File: src/rtl/fetch_pkg.sv
// Shared types and constants for the instruction fetch front end.
package fetch_pkg;
  localparam int XLEN   = 32;
  localparam int INST_W = 32;

  localparam logic [INST_W-1:0] NOP_INST = 32'h0000_0013;

  typedef struct packed {
    logic [XLEN-1:0]   pc;
    logic [INST_W-1:0] inst;
  } fetch_entry_t;
endpackage

File: src/rtl/fetch_queue.sv
// In-order circular instruction queue: one push, zero to two pops, and a
// flush per cycle. Exposes the two oldest entries and the occupancy.
module fetch_queue
  import fetch_pkg::*;
#(
  parameter int DEPTH = 4
) (
  input  logic                     clk,
  input  logic                     reset,
  input  logic                     flush,
  input  logic                     push,
  input  fetch_entry_t             push_entry,
  input  logic [1:0]               pop_cnt,
  output fetch_entry_t             head0,
  output fetch_entry_t             head1,
  output logic [$clog2(DEPTH):0]   count
);
  localparam int PW = $clog2(DEPTH);
  localparam int CW = PW + 1;

  fetch_entry_t  mem [DEPTH];
  logic [PW-1:0] rd_ptr, wr_ptr, rd_nxt;

  // Storage carries no reset; validity comes from count alone.
  always_ff @(posedge clk) begin
    if (push && !flush && !reset) mem[wr_ptr] <= push_entry;
  end

  always_ff @(posedge clk) begin
    if (reset || flush) begin
      rd_ptr <= '0;
      wr_ptr <= '0;
      count  <= '0;
    end else begin
      rd_ptr <= rd_ptr + PW'(pop_cnt);
      wr_ptr <= wr_ptr + PW'(push);
      count  <= count + CW'(push) - CW'(pop_cnt);
    end
  end

  assign rd_nxt = rd_ptr + PW'(1);
  assign head0  = mem[rd_ptr];
  assign head1  = mem[rd_nxt];
endmodule

File: src/rtl/fetch_controller.sv
// Dual-issue fetch sequencer: owns the PC, streams one word per cycle from a
// combinational instruction memory into fetch_queue, and handles redirects.
module fetch_controller
  import fetch_pkg::*;
#(
  parameter logic [31:0] RESET_PC   = 32'h0000_0000,
  parameter int          IMEM_WORDS = 64,
  parameter int          DEPTH      = 4
) (
  input  logic              clk,
  input  logic              reset,
  output logic [XLEN-1:0]   imem_addr,
  input  logic [INST_W-1:0] imem_rdata,
  input  logic              fetch_en,
  input  logic              redirect_valid,
  input  logic [XLEN-1:0]   redirect_pc,
  output logic              out0_valid,
  output logic [XLEN-1:0]   out0_pc,
  output logic [INST_W-1:0] out0_inst,
  output logic              out1_valid,
  output logic [XLEN-1:0]   out1_pc,
  output logic [INST_W-1:0] out1_inst,
  input  logic              out0_ready,
  input  logic              out1_ready,
  output logic              fetch_done
);
  localparam int              CW          = $clog2(DEPTH) + 1;
  localparam logic [XLEN-1:0] FETCH_LIMIT = XLEN'(IMEM_WORDS * 4);

  logic [XLEN-1:0] pc_q, redirect_aligned;
  logic [CW-1:0]   count;
  logic            q_full, push, pop0, pop1;
  logic [1:0]      pop_cnt;
  fetch_entry_t    head0, head1, push_entry;

  assign redirect_aligned = redirect_pc & ~XLEN'(3);
  assign fetch_done       = pc_q >= FETCH_LIMIT;
  assign q_full           = count >= CW'(DEPTH);

  // Fullness uses the registered count, so a same-cycle pop never frees a slot.
  assign push = fetch_en & ~redirect_valid & ~fetch_done & ~q_full;

  assign out0_valid = count != '0;
  assign out1_valid = count >= CW'(2);
  assign pop0       = out0_valid & out0_ready;
  assign pop1       = pop0 & out1_valid & out1_ready;
  assign pop_cnt    = 2'(pop0) + 2'(pop1);

  assign push_entry = '{pc: pc_q, inst: imem_rdata};

  always_ff @(posedge clk) begin
    if (reset)               pc_q <= RESET_PC;
    else if (redirect_valid) pc_q <= redirect_aligned;
    else if (push)           pc_q <= pc_q + XLEN'(4);
  end

  fetch_queue #(.DEPTH(DEPTH)) u_queue (
    .clk        (clk),
    .reset      (reset),
    .flush      (redirect_valid),
    .push       (push),
    .push_entry (push_entry),
    .pop_cnt    (pop_cnt),
    .head0      (head0),
    .head1      (head1),
    .count      (count)
  );

  assign imem_addr = pc_q;
  assign out0_pc   = out0_valid ? head0.pc   : '0;
  assign out0_inst = out0_valid ? head0.inst : '0;
  assign out1_pc   = out1_valid ? head1.pc   : '0;
  assign out1_inst = out1_valid ? head1.inst : '0;
endmodule

File: config.mk
export PLATFORM = sky130hd
export DESIGN_NAME = fetch_controller
export DESIGN_NICKNAME = d
export VERILOG_FILES = /design/src/rtl/fetch_pkg.sv /design/src/rtl/fetch_queue.sv /design/src/rtl/fetch_controller.sv
export SDC_FILE = /design/constraint.sdc
export NUM_CORES = 1
export LEC_CHECK = 0
export BUFFER_PORTS_ARGS = -buffer_cell sky130_fd_sc_hd__buf_2
export CAP_MARGIN = 10
export CORE_MARGIN = 1.5
export CORE_UTILIZATION = 56
export DETAILED_ROUTE_END_ITERATION = 12
export PLACE_DENSITY = 0.92
export SLEW_MARGIN = 5
export SYNTH_ARGS = -nofsm -noshare
export SYNTH_HDL_FRONTEND = slang
export SYNTH_SLANG_ARGS = --single-unit
File: constraint.sdc
create_clock -name clk -period 3.9 [get_ports clk]
set_input_delay 0.585 -clock clk [delete_from_list [all_inputs] [get_ports clk]]
set_output_delay 0.585 -clock clk [all_outputs]
set_load 0.01 [all_outputs]
# Word-level counts from Yosys, hierarchy flattened
# Memories as Yosys holds them, arrays and structs flattened. A register that Yosys moved wholly into a read port is not among the register bits.
# Index checks and enable logic that the tools add are counted.
# op_classes
add_sub_neg	7
magnitude_cmp	3
mux	9
bitwise	9
reduce_logical	8
# ops
operator	n
$mux 32	6
$add 32x3->32 const B	1
$ge 32x9->1 const B	1
$and 1x1->1	6
$add 3x1->3	1
$ge 3x2->1 const B	1
$ge 3x3->1 const B	1
$not 1->1	3
$reduce_bool 3->1	1
$sub 3x2->3	1
$add 1x1->2	1
$add 2x1->2	1
$add 2x1->2 const B	1
$add 2x2->2	1
$logic_and 1x1->1	2
$logic_not 1->1	2
$mux 1	2
$mux 2	1
$reduce_bool 2->1	1
$reduce_or 2->1	1
$logic_or 1x1->1	1
# word_totals
register_bits	39
mem_bits_rw	256
word_cells	42
memories	1
# mem_list
memory	words	word_bits	rd	rd_ports_with_merged_regs	wr	line_no	rtl
u_queue.mem	4	64	2	1	1	fetch_queue.sv:21	fetch_entry_t mem [DEPTH];

# Logic depth before layout (Yosys ltp)
# logic_depth
word_depth	8
ltp_mapped	13
mapped_depth_nobuf	12

# Hierarchy
# Synthesis repeated with hierarchy kept, for this count alone.
# unflattened
hier_cells	744
hier_area_um2	13566.8
# by_module_without_submodules
module	instances	cells_per_inst	area_each_um2
fetch_queue	1	448	11250.8
fetch_controller	1	296	2316.0

# Least setup slack after synthesis
# Ideal clock, no wire load.
# synth_timing
kind	in2reg
startpoint	input port fetch_en
endpoint	memory u_queue.mem[3][0] (netlist name), enable pin
setup_ns	0.427
arrival_ns	2.876
required_ns	3.473
path_slack_ns	0.597
path_stages	4
cell_sequence	nor2b_1 -> nand3_1 -> nor3_2 -> and4b_1
# synth_via
elab_chain_len	7
# synth_lines
item	line_no	rtl
from (decl)	fetch_controller.sv:14	input logic fetch_en,
$and 1x1->1 (3 in a row)	fetch_controller.sv:41	assign push = fetch_en & ~redirect_valid & ~fetch_done & ~q_full;
$logic_and 1x1->1 (2 in a row)	fetch_queue.sv:26	if (push && !flush && !reset) mem[wr_ptr] <= push_entry;
$mux 1	fetch_queue.sv:26	
$mux 1 (not written as such)	fetch_queue.sv:26	
to (decl)	fetch_queue.sv:21	
# Every way passes these cells.

# Final worst setup path
# layout_timing
startpoint	register u_queue.count[2]
endpoint	output port out0_pc[26]
# layout_via
elab_chain_len	2
# layout_lines
item	line_no	rtl
from (decl)	fetch_queue.sv:16	output logic [$clog2(DEPTH):0] count
from (signal assigned)	fetch_queue.sv:37	count <= count + CW'(push) - CW'(pop_cnt);
$reduce_bool 3->1	fetch_controller.sv:43	assign out0_valid = count != '0;
$mux 32	fetch_controller.sv:70	assign out0_pc = out0_valid ? head0.pc : '0;
to (decl)	fetch_controller.sv:18	output logic [XLEN-1:0] out0_pc,
# Every way passes these cells.

==> flow_summary.yaml <==
sta:
  finalSetupTns_ns: 0
  rsz0062_at_grt: "false"
  clock.fmax_ghz: 0.310
  finClkSkew_ns: 0.0218
  final_max_slew_viol_count: 0
  setup_viol: 0
  relSlewSlack: 0.477
  finalHoldViolations: 0
  fin_crit_sh: 0.828
  worst_pin_slew_ns: 0.785
  fin_crit_ns: 3.23
final_layout:
  fin_cells: 1287
  final_layout_size_suffix_gt1_frac: 0.433
  fillers: 1444
  multiInputGateArea_sq_um: 4620
  seq_area_sq_um: 8200
  final_common_cell: "edfxtp_1"
  fin_util: 0.681
  final_nets: 1031
  areaGrowthSynthToFinish_pct: 18.4
  final_cell_mix: "248 x edfxtp_1, 224 x buf_2, 124 x mux4_2"
clock_tree:
  root_buffer: "clkbuf_16"
  hold_buffers: 0
  cts_buffers: 28
  clkLatencyLatePin_ns: 0.53
  post-cts-setup-buffers: 0
  ctsLongestPathBuffers: 3
  clk_pin_slew_worst_paths_ns: 0.06
  cts_resized: 0
  cts.sinks: 285
  cts_tree: "done"
  htreeDepth: 1
route:
  via_per_inst: 6.00
  drc: 0
  drt_iter0_markers: 633
  wire_per_inst_microns: 22.4
  ant_nets: 0
  finalWirelength_microns: 28800
  vias: 7725
  dr.pass1.iters: 5
critical_path:
  worst-path-max-fanout: 63
  critPathSlowestCell: "buf_4"
  slowest_delay_ns: 0.65
  critical_path_class: "register to output port"
  cp_top_family: "simple AND/OR/NAND/NOR gates"
  worstPathArrival_ns: 2.64
  setup.worst_path.end_class: "output port"
  critPathLaunchType: "register"
  critPathRequiredTime_ns: 3.31
  crit_chain: "or2_2, nor2_4, buf_4, and2b_1, buf_2"
  r2r_setup_slack_ns: 0.82
  path_buf_inv: 2
grt:
  grtUsageTotal: 0.239
  gr-usage-met2: 0.417
  grt_pass1_wl_microns: 43900
  use_met1: 0.317
  grt_start_max_net_pins: 64
  antenna_found_initial: 2
  grt.busiest_layer: "met2"
  grt_pass1_vias: 7801
  overflow: 0
  met3_usage: 0.0381
placed_design:
  dp_hpwl_microns: 18800
  io_buffers: 224
  dp.cells: 1235
  globalplace.congestion: 0.789
power_and_ir_drop:
  powerDensity_nw_per_um2: 405
  vdd_ir_drop_max_mv: 0.337
  power.leakage_nw: 5.63
logic_synthesis:
  syn-cell-area_sq_um: 13100
  ys_seq_area_frac: 0.625
  yosys_warnings: 0
  synthArstFlopShare: 0
  synth_edf_count: 248
  yosysUniqueCellTypes: 46
  avgSynthCellArea_sq_um: 17.9
  synth_seq_cells: 285
  syn_inst: 731
  synth-main-ff-cell: "edfxtp_1"
die:
  die_area_sq_um: 24300
  coreArea_sq_um: 22800
  initial_utilization: 0.575
  rows: 55
  die_x_microns: 156
  boundaryPins: 233
  die_y_microns: 156
run:
  drv_cap: 0
status:
  status: "completed"
min_path:
  min_path_type: "input port to register"
## state kept, by name (all words and copies together) (netlist names)
register        cells
u_queue.mem       248
imem_addr          30
u_queue.count       3
u_queue.rd_ptr      2
u_queue.wr_ptr      2
## cells by family (layout without fill, tap and decap cells)
group	after synthesis	count (layout)	share of synthesized area
AOI/OAI and AO/OA	13	13	0.00850
DFF	285	285	0.625
muxes	148	148	0.232
other	1	7	0.000286
xor gates and xnor gates	5	5	0.00334
buffers and inverters	68	305	0.0253
adders and majority gates	9	9	0.00917
and+or+nand+nor	202	202	0.0968
## power by group
group          internal (W)  total [W]  switching [W]  leakage (nW)
combinational      0.000138   0.000327       0.000189          2.66
clock               0.00152    0.00256        0.00105         0.438
sequential          0.00333    0.00338      0.0000522          2.53
## cell type report
| cell class | instances | area share |
|---|---|---|
| inverter | 12 | 0.00291 |
| clock inverter | 10 | 0.00444 |
| sequential | 285 | 0.529 |
| antenna | 1 | 0.000161 |
| tap | 313 | 0.0253 |
| timing repair buffer | 242 | 0.0875 |
| multi-input combinational | 383 | 0.298 |
| clock buffer | 41 | 0.0530 |
## path summary, 6_finish.rpt
path,start,cells past startpoint,endpoint
max reg2reg,imem_addr[19],5,u_queue.mem[0][6]
min,imem_rdata[2],1,u_queue.mem[2][2]
max,u_queue.count[2],5,out0_pc[26]
min reg2reg,imem_addr[7],0,u_queue.mem[0][39]
## metrics by stage
step	hold slack [ns]	setup slack [ns]	power [W]	cell area, sq um
3_5_place_dp	0.547	0.898	0.00377	14600
2_1_floorplan	0.498	0.597	0.00361	13100
6_report	0.266	0.670	0.00627	15500
4_1_cts	0.243	0.656	0.00631	15500
3_3_place_gp	0.538	1.02	0.00376	14600
5_1_grt	0.251	0.518	0.00645	15500
## per-layer routing
layer	wire length (microns)	vias up
met2	14900	395
met4	557	2
met1	11100	3954
met3	2190	41
li1	-	3333
met5	10	-
## Yosys cell counts (2+ instances only)
cell        n  area (sq um)
nand2_1     6          22.5
nor4_2      2          25.0
inv_1      12          45.0
buf_4      13          97.6
nand4_1     3          18.8
or2_1       2          12.5
edfxtp_1  248          7450
buf_2      22           110
mux2i_1    24           240
nor2_1     36           135
xor2_1      2          17.5
nor4_1      3          18.8
nor2b_1    60           375
xnor2_1     3          26.3
o21ai_0     2          10.0
dfxtp_1    37           741
and2_1     66           413
mux4_2    124          2790
and2b_1     4          30.0
ha_1        8           100
and3_1      3          18.8
clkbuf_1   21          78.8
nor4_4      4          85.1
nand3_1     4          20.0
No activity file was read; power rests on OpenSTA's default activity.
